## src/rtl/watch_mode_ctrl.sv

```systemverilog
// Six-button mode/set controller for a multi-mode watch display.
// Buttons are synchronized, debounced and edge-detected, then drive a BROWSE/SET FSM and blink generator.
module watch_mode_ctrl #(
   parameter int DEB_CYCLES = 20000,
   parameter int BLINK_DIV  = 500000
) (
   input  logic       clk,
   input  logic       rst_n,
   input  logic       up_i,
   input  logic       down_i,
   input  logic       left_i,
   input  logic       right_i,
   input  logic       enter_i,
   input  logic       esc_i,
   output logic [2:0] mode,
   output logic       setting,
   output logic [1:0] field,
   output logic [5:0] blink_mask,
   output logic       inc_pulse,
   output logic       dec_pulse,
   output logic       commit_pulse,
   output logic       cancel_pulse
);

   localparam int NBTN    = 6;
   localparam int B_RIGHT = 0;
   localparam int B_LEFT  = 1;
   localparam int B_DOWN  = 2;
   localparam int B_UP    = 3;
   localparam int B_ENTER = 4;
   localparam int B_ESC   = 5;

   localparam int DW = (DEB_CYCLES > 1) ? $clog2(DEB_CYCLES) : 1;
   localparam int CW = (BLINK_DIV > 1) ? $clog2(BLINK_DIV) : 1;
   localparam logic [DW-1:0] DEB_MAX   = DW'(DEB_CYCLES - 1);
   localparam logic [CW-1:0] BLINK_MAX = CW'(BLINK_DIV - 1);

   localparam logic [2:0] MODE_LAST  = 3'd6;
   localparam logic [2:0] MODE_RESET = 3'd1;
   localparam logic [1:0] FIELD_LAST = 2'd2;

   typedef enum logic {ST_BROWSE, ST_SET} state_t;
   typedef enum logic [2:0] {
      ACT_NONE, ACT_ESC, ACT_ENTER, ACT_UP, ACT_DOWN, ACT_LEFT, ACT_RIGHT
   } act_t;

   // ---------------- button front end ----------------
   logic [NBTN-1:0] raw_btn;
   logic [NBTN-1:0] sync1, sync2;
   logic [NBTN-1:0] btn_level;
   logic [NBTN-1:0] deb_level, deb_prev, armed;
   logic [DW-1:0]   deb_cnt [NBTN];
   logic [NBTN-1:0] press;

   assign raw_btn   = {esc_i, enter_i, up_i, down_i, left_i, right_i};
   assign btn_level = ~sync2;
   assign press     = armed & deb_level & ~deb_prev;

   // NOTE: synchronizers reset to the "pressed" level so that a button held through
   // reset looks pressed from the start and can only arm after a genuine release.
   always_ff @(posedge clk) begin
      if (!rst_n) begin
         sync1     <= '0;
         sync2     <= '0;
         deb_level <= '0;
         deb_prev  <= '0;
         armed     <= '0;
         for (int i = 0; i < NBTN; i++) deb_cnt[i] <= '0;
      end else begin
         sync1    <= raw_btn;
         sync2    <= sync1;
         deb_prev <= deb_level;
         for (int i = 0; i < NBTN; i++) begin
            if (btn_level[i] != deb_level[i]) begin
               if (deb_cnt[i] == DEB_MAX) begin
                  deb_cnt[i]   <= '0;
                  deb_level[i] <= btn_level[i];
               end else begin
                  deb_cnt[i] <= deb_cnt[i] + 1'b1;
               end
            end else begin
               deb_cnt[i] <= '0;
            end
            if (!btn_level[i] && !deb_level[i]) armed[i] <= 1'b1;
         end
      end
   end

   // ---------------- event arbitration ----------------
   act_t act;

   always_comb begin
      act = ACT_NONE;
      if      (press[B_ESC])   act = ACT_ESC;
      else if (press[B_ENTER]) act = ACT_ENTER;
      else if (press[B_UP])    act = ACT_UP;
      else if (press[B_DOWN])  act = ACT_DOWN;
      else if (press[B_LEFT])  act = ACT_LEFT;
      else if (press[B_RIGHT]) act = ACT_RIGHT;
   end

   // ---------------- mode FSM ----------------
   state_t     state, state_n;
   logic [2:0] mode_n;
   logic [1:0] field_n;
   logic       inc_n, dec_n, commit_n, cancel_n;
   logic       blink_restart;

   // NOTE: every combinational output gets a default first, so no path infers a latch.
   always_comb begin
      state_n       = state;
      mode_n        = mode;
      field_n       = field;
      inc_n         = 1'b0;
      dec_n         = 1'b0;
      commit_n      = 1'b0;
      cancel_n      = 1'b0;
      blink_restart = 1'b0;
      unique case (state)
         ST_BROWSE: begin
            unique case (act)
               ACT_UP:    mode_n = (mode == MODE_LAST) ? 3'd0 : mode + 3'd1;
               ACT_DOWN:  mode_n = (mode == 3'd0) ? MODE_LAST : mode - 3'd1;
               ACT_ENTER: begin
                  if (mode <= 3'd2) begin
                     state_n       = ST_SET;
                     field_n       = FIELD_LAST;
                     blink_restart = 1'b1;
                  end
               end
               default: ;
            endcase
         end
         ST_SET: begin
            unique case (act)
               ACT_ESC: begin
                  state_n  = ST_BROWSE;
                  cancel_n = 1'b1;
               end
               ACT_ENTER: begin
                  state_n  = ST_BROWSE;
                  commit_n = 1'b1;
               end
               ACT_UP:   inc_n = 1'b1;
               ACT_DOWN: dec_n = 1'b1;
               ACT_LEFT: begin
                  field_n       = (field == FIELD_LAST) ? 2'd0 : field + 2'd1;
                  blink_restart = 1'b1;
               end
               ACT_RIGHT: begin
                  field_n       = (field == 2'd0) ? FIELD_LAST : field - 2'd1;
                  blink_restart = 1'b1;
               end
               default: ;
            endcase
         end
         default: state_n = ST_BROWSE;
      endcase
   end

   // ---------------- blink generator ----------------
   logic [CW-1:0] blink_cnt, blink_cnt_n;
   logic          phase, phase_n;
   logic [5:0]    mask_n;

   always_comb begin
      blink_cnt_n = blink_cnt;
      phase_n     = phase;
      if (blink_restart) begin
         blink_cnt_n = '0;
         phase_n     = 1'b1;
      end else if (blink_cnt == BLINK_MAX) begin
         blink_cnt_n = '0;
         phase_n     = ~phase;
      end else begin
         blink_cnt_n = blink_cnt + 1'b1;
      end

      // Mask is built from next-state values so it lines up with the registered field/phase.
      mask_n = 6'b111111;
      if (state_n == ST_SET) begin
         unique case (field_n)
            2'd0:    mask_n[1:0] = {2{phase_n}};
            2'd1:    mask_n[3:2] = {2{phase_n}};
            default: mask_n[5:4] = {2{phase_n}};
         endcase
      end
   end

   // NOTE: sequential state uses non-blocking assignments only.
   always_ff @(posedge clk) begin
      if (!rst_n) begin
         state        <= ST_BROWSE;
         mode         <= MODE_RESET;
         field        <= FIELD_LAST;
         setting      <= 1'b0;
         blink_mask   <= 6'b111111;
         inc_pulse    <= 1'b0;
         dec_pulse    <= 1'b0;
         commit_pulse <= 1'b0;
         cancel_pulse <= 1'b0;
         blink_cnt    <= '0;
         phase        <= 1'b1;
      end else begin
         state        <= state_n;
         mode         <= mode_n;
         field        <= field_n;
         setting      <= (state_n == ST_SET);
         blink_mask   <= mask_n;
         inc_pulse    <= inc_n;
         dec_pulse    <= dec_n;
         commit_pulse <= commit_n;
         cancel_pulse <= cancel_n;
         blink_cnt    <= blink_cnt_n;
         phase        <= phase_n;
      end
   end

endmodule
```

## config.mk

```make
export PLATFORM = sky130hd
export DESIGN_NAME = watch_mode_ctrl
export DESIGN_NICKNAME = d
export VERILOG_FILES = /design/src/rtl/watch_mode_ctrl.sv
export SDC_FILE = /design/constraint.sdc
export NUM_CORES = 1
export LEC_CHECK = 0
export BUFFER_PORTS_ARGS = -buffer_cell sky130_fd_sc_hd__buf_2
export CAP_MARGIN = 15
export CORE_MARGIN = 3
export CORE_UTILIZATION = 35
export CTS_CLUSTER_SIZE = 24
export DETAILED_ROUTE_END_ITERATION = 6
export HOLD_SLACK_MARGIN = 0.02
export PLACE_DENSITY = 0.62
export SETUP_SLACK_MARGIN = 0.3
export SYNTH_ARGS = -nofsm -noshare
export SYNTH_HDL_FRONTEND = slang
export SYNTH_SLANG_ARGS = --single-unit
```

## constraint.sdc

```tcl
create_clock -name clk -period 3.8 [get_ports clk]
set_clock_uncertainty 0.1 [all_clocks]
set_input_delay 0.76 -clock clk [delete_from_list [all_inputs] [get_ports clk]]
set_output_delay 0.76 -clock clk [all_outputs]
set_load 0.05 [all_outputs]
```

==> results of run 1 <==
==> cell type report <==
cell class,count,area [µm²]
inverters,30,113
repair buffers,25,130
multi-input cells,602,3450
fillers,2014,11700
well taps,270,338
clock buffers,27,568
clock inverters,5,51.3
flip-flops and latches,153,3960
==> placed cells by master, fill, tap and decap left out, types with 3 or more instances in the layout <==
cell / count
conb_1: 90
xor2_1: 52
clkbuf_16: 20
a21oi_1: 8
nand2b_1: 3
xnor2_1: 44
buf_2: 23
nor4_1: 7
edfxtp_1: 90
clkbuf_8: 4
clkinv_2: 3
mux2i_1: 3
nor4b_1: 7
nand4b_1: 3
nand2_1: 42
and4_1: 6
nand3_1: 48
and2_1: 12
nand3b_1: 6
dfxtp_1: 63
and3b_1: 5
o211ai_1: 4
nor3_1: 18
inv_1: 30
and3_1: 11
nor2_1: 160
nand4_1: 21
ha_1: 21
==> path summary, 6_finish.rpt <==
| check | to | cells past startpoint | slack [ps] | from |
|---|---|---|---|---|
| max reg2reg | deb_cnt[0][10]$_SDFFCE_PP0P_ | 4 | 1510 | deb_cnt[0][7]$_SDFFCE_PP0P_ |
| min reg2reg | sync2[1]$_SDFF_PN0_ | 1 | 330 | sync1[1]$_SDFF_PN0_ |
| min | sync2[1]$_SDFF_PN0_ | 1 | 330 | sync1[1]$_SDFF_PN0_ |
| max | deb_cnt[0][10]$_SDFFCE_PP0P_ | 4 | 1510 | deb_cnt[0][7]$_SDFFCE_PP0P_ |
==> power groups by stage <==
| stage | registers [W] | logic [W] | clock network (W) |
|---|---|---|---|
| 4_1_cts | 0.00192 | 0.000172 | 0.00176 |
| 2_1_floorplan | 0.00193 | 0.000143 | 0 |
| 6_report | 0.00192 | 0.000171 | 0.00171 |
| 3_5_place_dp | 0.00195 | 0.000170 | 0 |
| 5_1_grt | 0.00193 | 0.000204 | 0.00183 |
| 3_3_place_gp | 0.00195 | 0.000168 | 0 |
==> kinds of logic after synthesis <==
family / count (synthesis)
AND/OR/NAND/NOR: 362
flip-flops: 153
XOR/XNOR: 96
buffers and inverters: 44
AO/OA/AOI/OAI: 30
adder cells (fa/ha/maj): 21
multiplexers: 3
other: 1
==> registers in the layout, indices dropped and copies added, names as in the netlist, 3 cells and up <==
name and flops:
deb_cnt 90, blink_cnt 19, armed 6, deb_level 6, deb_prev 6, sync1 6
sync2 6, blink_mask 3, mode 3
==> critical path: stages, from the launching register on <==
cell      delay, ps
edfxtp_1        440
nor4b_1         310
nand3_1         130
o211ai_1        870
nor2_1          140
==> metrics by stage <==
step           util (%)  worst slack [ps]  hold WS, ps  instance area [µm²]
2_1_floorplan         -              1420          312                 7600
5_1_grt            42.4              1230          363                 8620
6_report           42.4              1510          330                 8620
3_5_place_dp       39.4              1360          320                 7990
3_3_place_gp       39.4              1450          315                 7990
4_1_cts            42.4              1410          334                 8610
==> layer usage <==
metal / up-vias / track usage, % / routed length, µm / part of all wire [%]
li1: 2615 / - / - / -
met1: 2316 / 15.2 / 6070 / 49
met2: 37 / 19.0 / 5770 / 47
met3: 8 / 3.13 / 370 / 3.0
met4: 0 / 4.39 / 114 / 0.92
met5: - / 0 / 0 / 0
==> results.py, run 1 <==
metrics = {
    "power_and_ir_drop": {
        "p_switching_w": 0.000795,
        "internal_power_w": 0.00301,
        "power.share.combinational_pct": 4.5,
        "ir_drop_uv": 323,
        "clkPwrFrac_pct": 45.1,
        "total_power_w": 0.00380,
        "power.leakage_nw": 3.21,
        "swShare_pct": 20.9,
        "p_seq_share_pct": 50.4,
        "p_per_area_nw_per_um2": 441,
    },
    "drt": {
        "wl_per_cell_um": 11.1,
        "via_per_inst": 4.47,
        "post-route-drc-count": 0,
        "drt.antenna.violating_nets": 0,
        "drt_first_pass_iters": 5,
        "first_iter_violations": 216,
        "vias": 4976,
        "drt_wl_total_um": 12300,
    },
    "timing": {
        "finalSetupViolCount": 0,
        "slew_viol_final": 0,
        "fin_crit_ps": 2290,
        "max_freq_mhz": 437,
        "period_share_pct": 60.3,
        "worst_pin_slew_ps": 1080,
        "slew_headroom_pct": 27.5,
        "hold_viol": 0,
        "tns_ps": 0,
        "rsz0062_at_grt": "false",
    },
    "placement": {
        "port_buffers": 23,
        "dp.cells": 1079,
        "gp_congestion": 0.783,
        "dpl.hpwl_um": 8760,
    },
    "worst_setup_path": {
        "worstSetupPathType": "register to register",
        "crit_arrival_ps": 2310,
        "crit_fanout": 15,
        "worstSetupEndpointType": "register",
        "cp.required_ps": 3820,
        "critPathLaunchType": "register",
    },
    "logic_synthesis": {
        "synth_top_family_by_area": "simple AND/OR/NAND/NOR gates",
        "synthMuxAreaShare_pct": 0.413,
        "synth_area_um2": 7270,
        "synth_cell_types": 51,
        "synthAdderAreaFrac_pct": 3.62,
        "yosysTopAreaCell": "edfxtp_1",
        "yosysSeqAreaShare_pct": 54.5,
        "synth_area_leaders": "edfxtp_1 (37%), dfxtp_1 (17%), nor2_1 (8.3%)",
        "synth_warnings": 0,
        "synth_top_area_share_pct": 37.2,
        "ys_seq_elements": 153,
        "synth_simple_gate_area_share_pct": 24.3,
        "avgSynthCellArea_um2": 10.2,
        "async_flop_share_pct": 0,
        "synth_edf_count": 90,
        "yosys-top-cells-count": "nor2_1 (160), edfxtp_1 (90), dfxtp_1 (63)",
        "yosysMostFrequentCell": "nor2_1",
        "synthXorXnorAreaFrac_pct": 11.6,
        "syn_inst": 710,
        "synth_compound_area_share_pct": 2.93,
        "ys.flop_type": "edfxtp_1",
    },
    "floorplanning": {
        "start_util_pct": 35.8,
        "die_h_um": 150,
        "num_rows": 52,
        "core_area_um2": 20300,
        "die_w_um": 150,
        "ioPinCount": 24,
        "die-area_um2": 22500,
    },
    "finish": {
        "finalNonFillerCells": 1112,
        "antennaDiodeCount": 0,
        "areaGrowthSynthToFinish_pct": 18.6,
        "drive_above_1_share_pct": 7.60,
        "fin_nets": 858,
    },
    "clock_tree": {
        "cts_tree": "yes",
        "root_buffer": "clkbuf_16",
        "cts-htree-levels": 4,
        "cts_setup_buffers": 0,
        "cts_buffers": 17,
        "cts.repair.resized": 0,
        "hold_buffers": 0,
        "clkLatencyLatePin_ps": 410,
        "cts.path.max_buffers": 2,
        "clock_sinks": 153,
        "cts.reportedPaths.clkPinSlew_ps": 60,
    },
    "min_path": {
        "min_path_type": "register to register",
    },
    "grt": {
        "grt_pass1_vias": 4768,
        "track_usage_pct": 11.8,
        "antenna_found_initial": 0,
        "grt_overflow_total": 0,
        "grt_max_degree": 25,
        "grt_first_pass_wirelength_um": 21400,
    },
    "outcome": {
        "status": "finished clean",
    },
    "flow_run": {
        "cap_violations": 0,
    },
}
Note: power is estimated with default switching activity, not from simulation.
==> inputs of run 2 (changes only) <==
==> constraint.sdc (replaced) <==
create_clock -name clk -period 2.2 [get_ports clk]
set_clock_uncertainty 0.1 [all_clocks]
set_input_delay 0.44 -clock clk [delete_from_list [all_inputs] [get_ports clk]]
set_output_delay 0.44 -clock clk [all_outputs]
set_load 0.05 [all_outputs]
==> results.py, run 2 (synthesis results as in run 1) <==
metrics = {
    "finish": {
        "reg.largest.list": "deb_cnt x90, blink_cnt x19",
        "fin_nets": 871,
        "design_area_um2": 8890,
        "utilization_pct": 43.8,
        "layout_commonest_cell": "nor2_1",
        "top_register": "deb_cnt",
        "fillerInstances": 1965,
        "largest_reg_flops": 90,
        "antennaDiodeCount": 0,
        "layout_common_cells": "nor2_1 (158), edfxtp_1 (90), conb_1 (90)",
        "areaGrowthSynthToFinish_pct": 22.3,
        "drive_above_1_share_pct": 12.2,
    },
    "worst_setup_path": {
        "crit_family": "simple AND/OR/NAND/NOR gates",
        "startpoint": "blink_cnt[14]$_SDFF_PP0_",
        "slowest_delay_ps": 550,
        "crit_buf_inv": 0,
        "worst_path_max_delay_cell": "or4b_4",
        "critPathLaunchType": "register",
        "rrSetupSlack_ps": 160,
        "cp.depth": 5,
        "cp_cell_sequence": "or4b_4 > nor4_4 > nand4b_1 > xor2_1 > or3b_1",
        "reg2reg_to": "blink_mask[2]$_SDFF_PN1_",
        "worstSetupEndpointType": "register",
        "worstRegToRegCells": 5,
        "worstSetupPathType": "register to register",
        "crit_fanout": 4,
        "crit_arrival_ps": 2230,
        "cp.required_ps": 2390,
        "cp-endpoint": "blink_mask[2]$_SDFF_PN1_",
        "r2r-start": "blink_cnt[14]$_SDFF_PP0_",
    },
    "floorplanning": {
        "die_h_um": 150,
        "die-area_um2": 22500,
        "start_util_pct": 35.8,
        "num_rows": 52,
        "core_area_um2": 20300,
        "ioPinCount": 24,
        "die_w_um": 150,
    },
    "clock_tree": {
        "clkLatencyLatePin_ps": 420,
        "cts.reportedPaths.clkPinSlew_ps": 60,
        "cts_tree": "yes",
        "cts-htree-levels": 4,
        "cts_buffers": 17,
        "clock_sinks": 153,
        "cts.path.max_buffers": 2,
        "root_buffer": "clkbuf_16",
    },
    "timing": {
        "hold_slack_ps": 126,
        "period_share_pct": 92.7,
        "max_freq_mhz": 490,
        "slew_viol_final": 0,
        "rsz0062_at_grt": "true",
        "finalSetupViolCount": 0,
        "tns_ps": 0,
        "layout_setup_ws_ps": 161,
        "fin_crit_ps": 2040,
        "hold_viol": 0,
    },
    "grt": {
        "grt_overflow_total": 0,
        "antenna_found_initial": 0,
        "grt_first_pass_wirelength_um": 21400,
        "track_usage_pct": 11.8,
        "grt_max_degree": 22,
        "grt_pass1_vias": 4734,
    },
    "placement": {
        "dp_worst_setup_slack_ps": 164,
        "port_buffers": 23,
        "dpl.hpwl_um": 8860,
        "gp_congestion": 0.777,
        "placed_area_um2": 8080,
    },
    "drt": {
        "drt.antenna.violating_nets": 0,
        "vias": 4976,
        "drt_first_pass_iters": 4,
        "first_iter_violations": 237,
        "wl_per_cell_um": 11.0,
        "via_per_inst": 4.42,
        "post-route-drc-count": 0,
        "drt_wl_total_um": 12400,
    },
    "min_path": {
        "min_path_type": "input pin to register",
    },
    "power_and_ir_drop": {
        "ir_drop_uv": 486,
        "p_per_area_nw_per_um2": 755,
        "power.leakage_nw": 3.31,
    },
    "flow_run": {
        "cap_violations": 0,
    },
    "outcome": {
        "status": "finished clean",
    },
}
-- run 2: power by group --
part / switching [W] / internal [W]
combinational: 0.000181 / 0.000142
clock: 0.00114 / 0.00194
sequential: 0.000125 / 0.00319
total: 0.00145 / 0.00527
-- run 2: per-layer routing --
layer / global-route usage (%) / vias to the layer above / wire [µm]
li1: - / 2647 / -
met1: 15.5 / 2275 / 6210
met2: 18.5 / 40 / 5590
met3: 4.00 / 14 / 475
met4: 3.61 / 0 / 139
met5: 0 / - / 0
-- run 2: how the worst min path moves through the flow --
stage                              startpoint                   to  slack (ps)  cells after the start
after CTS                                up_i  sync1[3]$_SDFF_PN0_         100                      2
final                                    up_i  sync1[3]$_SDFF_PN0_         130                      2
after global placement    sync1[5]$_SDFF_PN0_  sync2[5]$_SDFF_PN0_         320                      1
after global routing                     up_i  sync1[3]$_SDFF_PN0_         110                      2
after detailed placement  sync1[4]$_SDFF_PN0_  sync2[4]$_SDFF_PN0_         320                      1
after floorplan           sync1[0]$_SDFF_PN0_  sync2[0]$_SDFF_PN0_         310                      1
-- run 2: per-stage QoR --
step	std cells	total power (W)
2_1_floorplan	799	0.00359
3_3_place_gp	1090	0.00367
3_5_place_dp	1090	0.00368
4_1_cts	1122	0.00678
5_1_grt	1125	0.00699
6_report	1125	0.00671
-- run 2: repair_timing --
action	4_1_cts	5_1_grt
gates resized for setup	1	26
hold buffers	0	0
setup endpoints to repair	21	66
pin swaps	2	4
hold endpoints to repair	0	0
buffers inserted	0	3
-- run 2: area by class of cell --
class	count	area (µm²)	share of cell area, %
Clock inverter	7	68.8	0.774
Sequential cell	153	3970	44.7
Tap cell	270	338	3.80
Multi-Input combinational cell	602	3580	40.3
Timing Repair Buffer	38	244	2.75
Inverter	30	113	1.27
Clock buffer	25	574	6.46
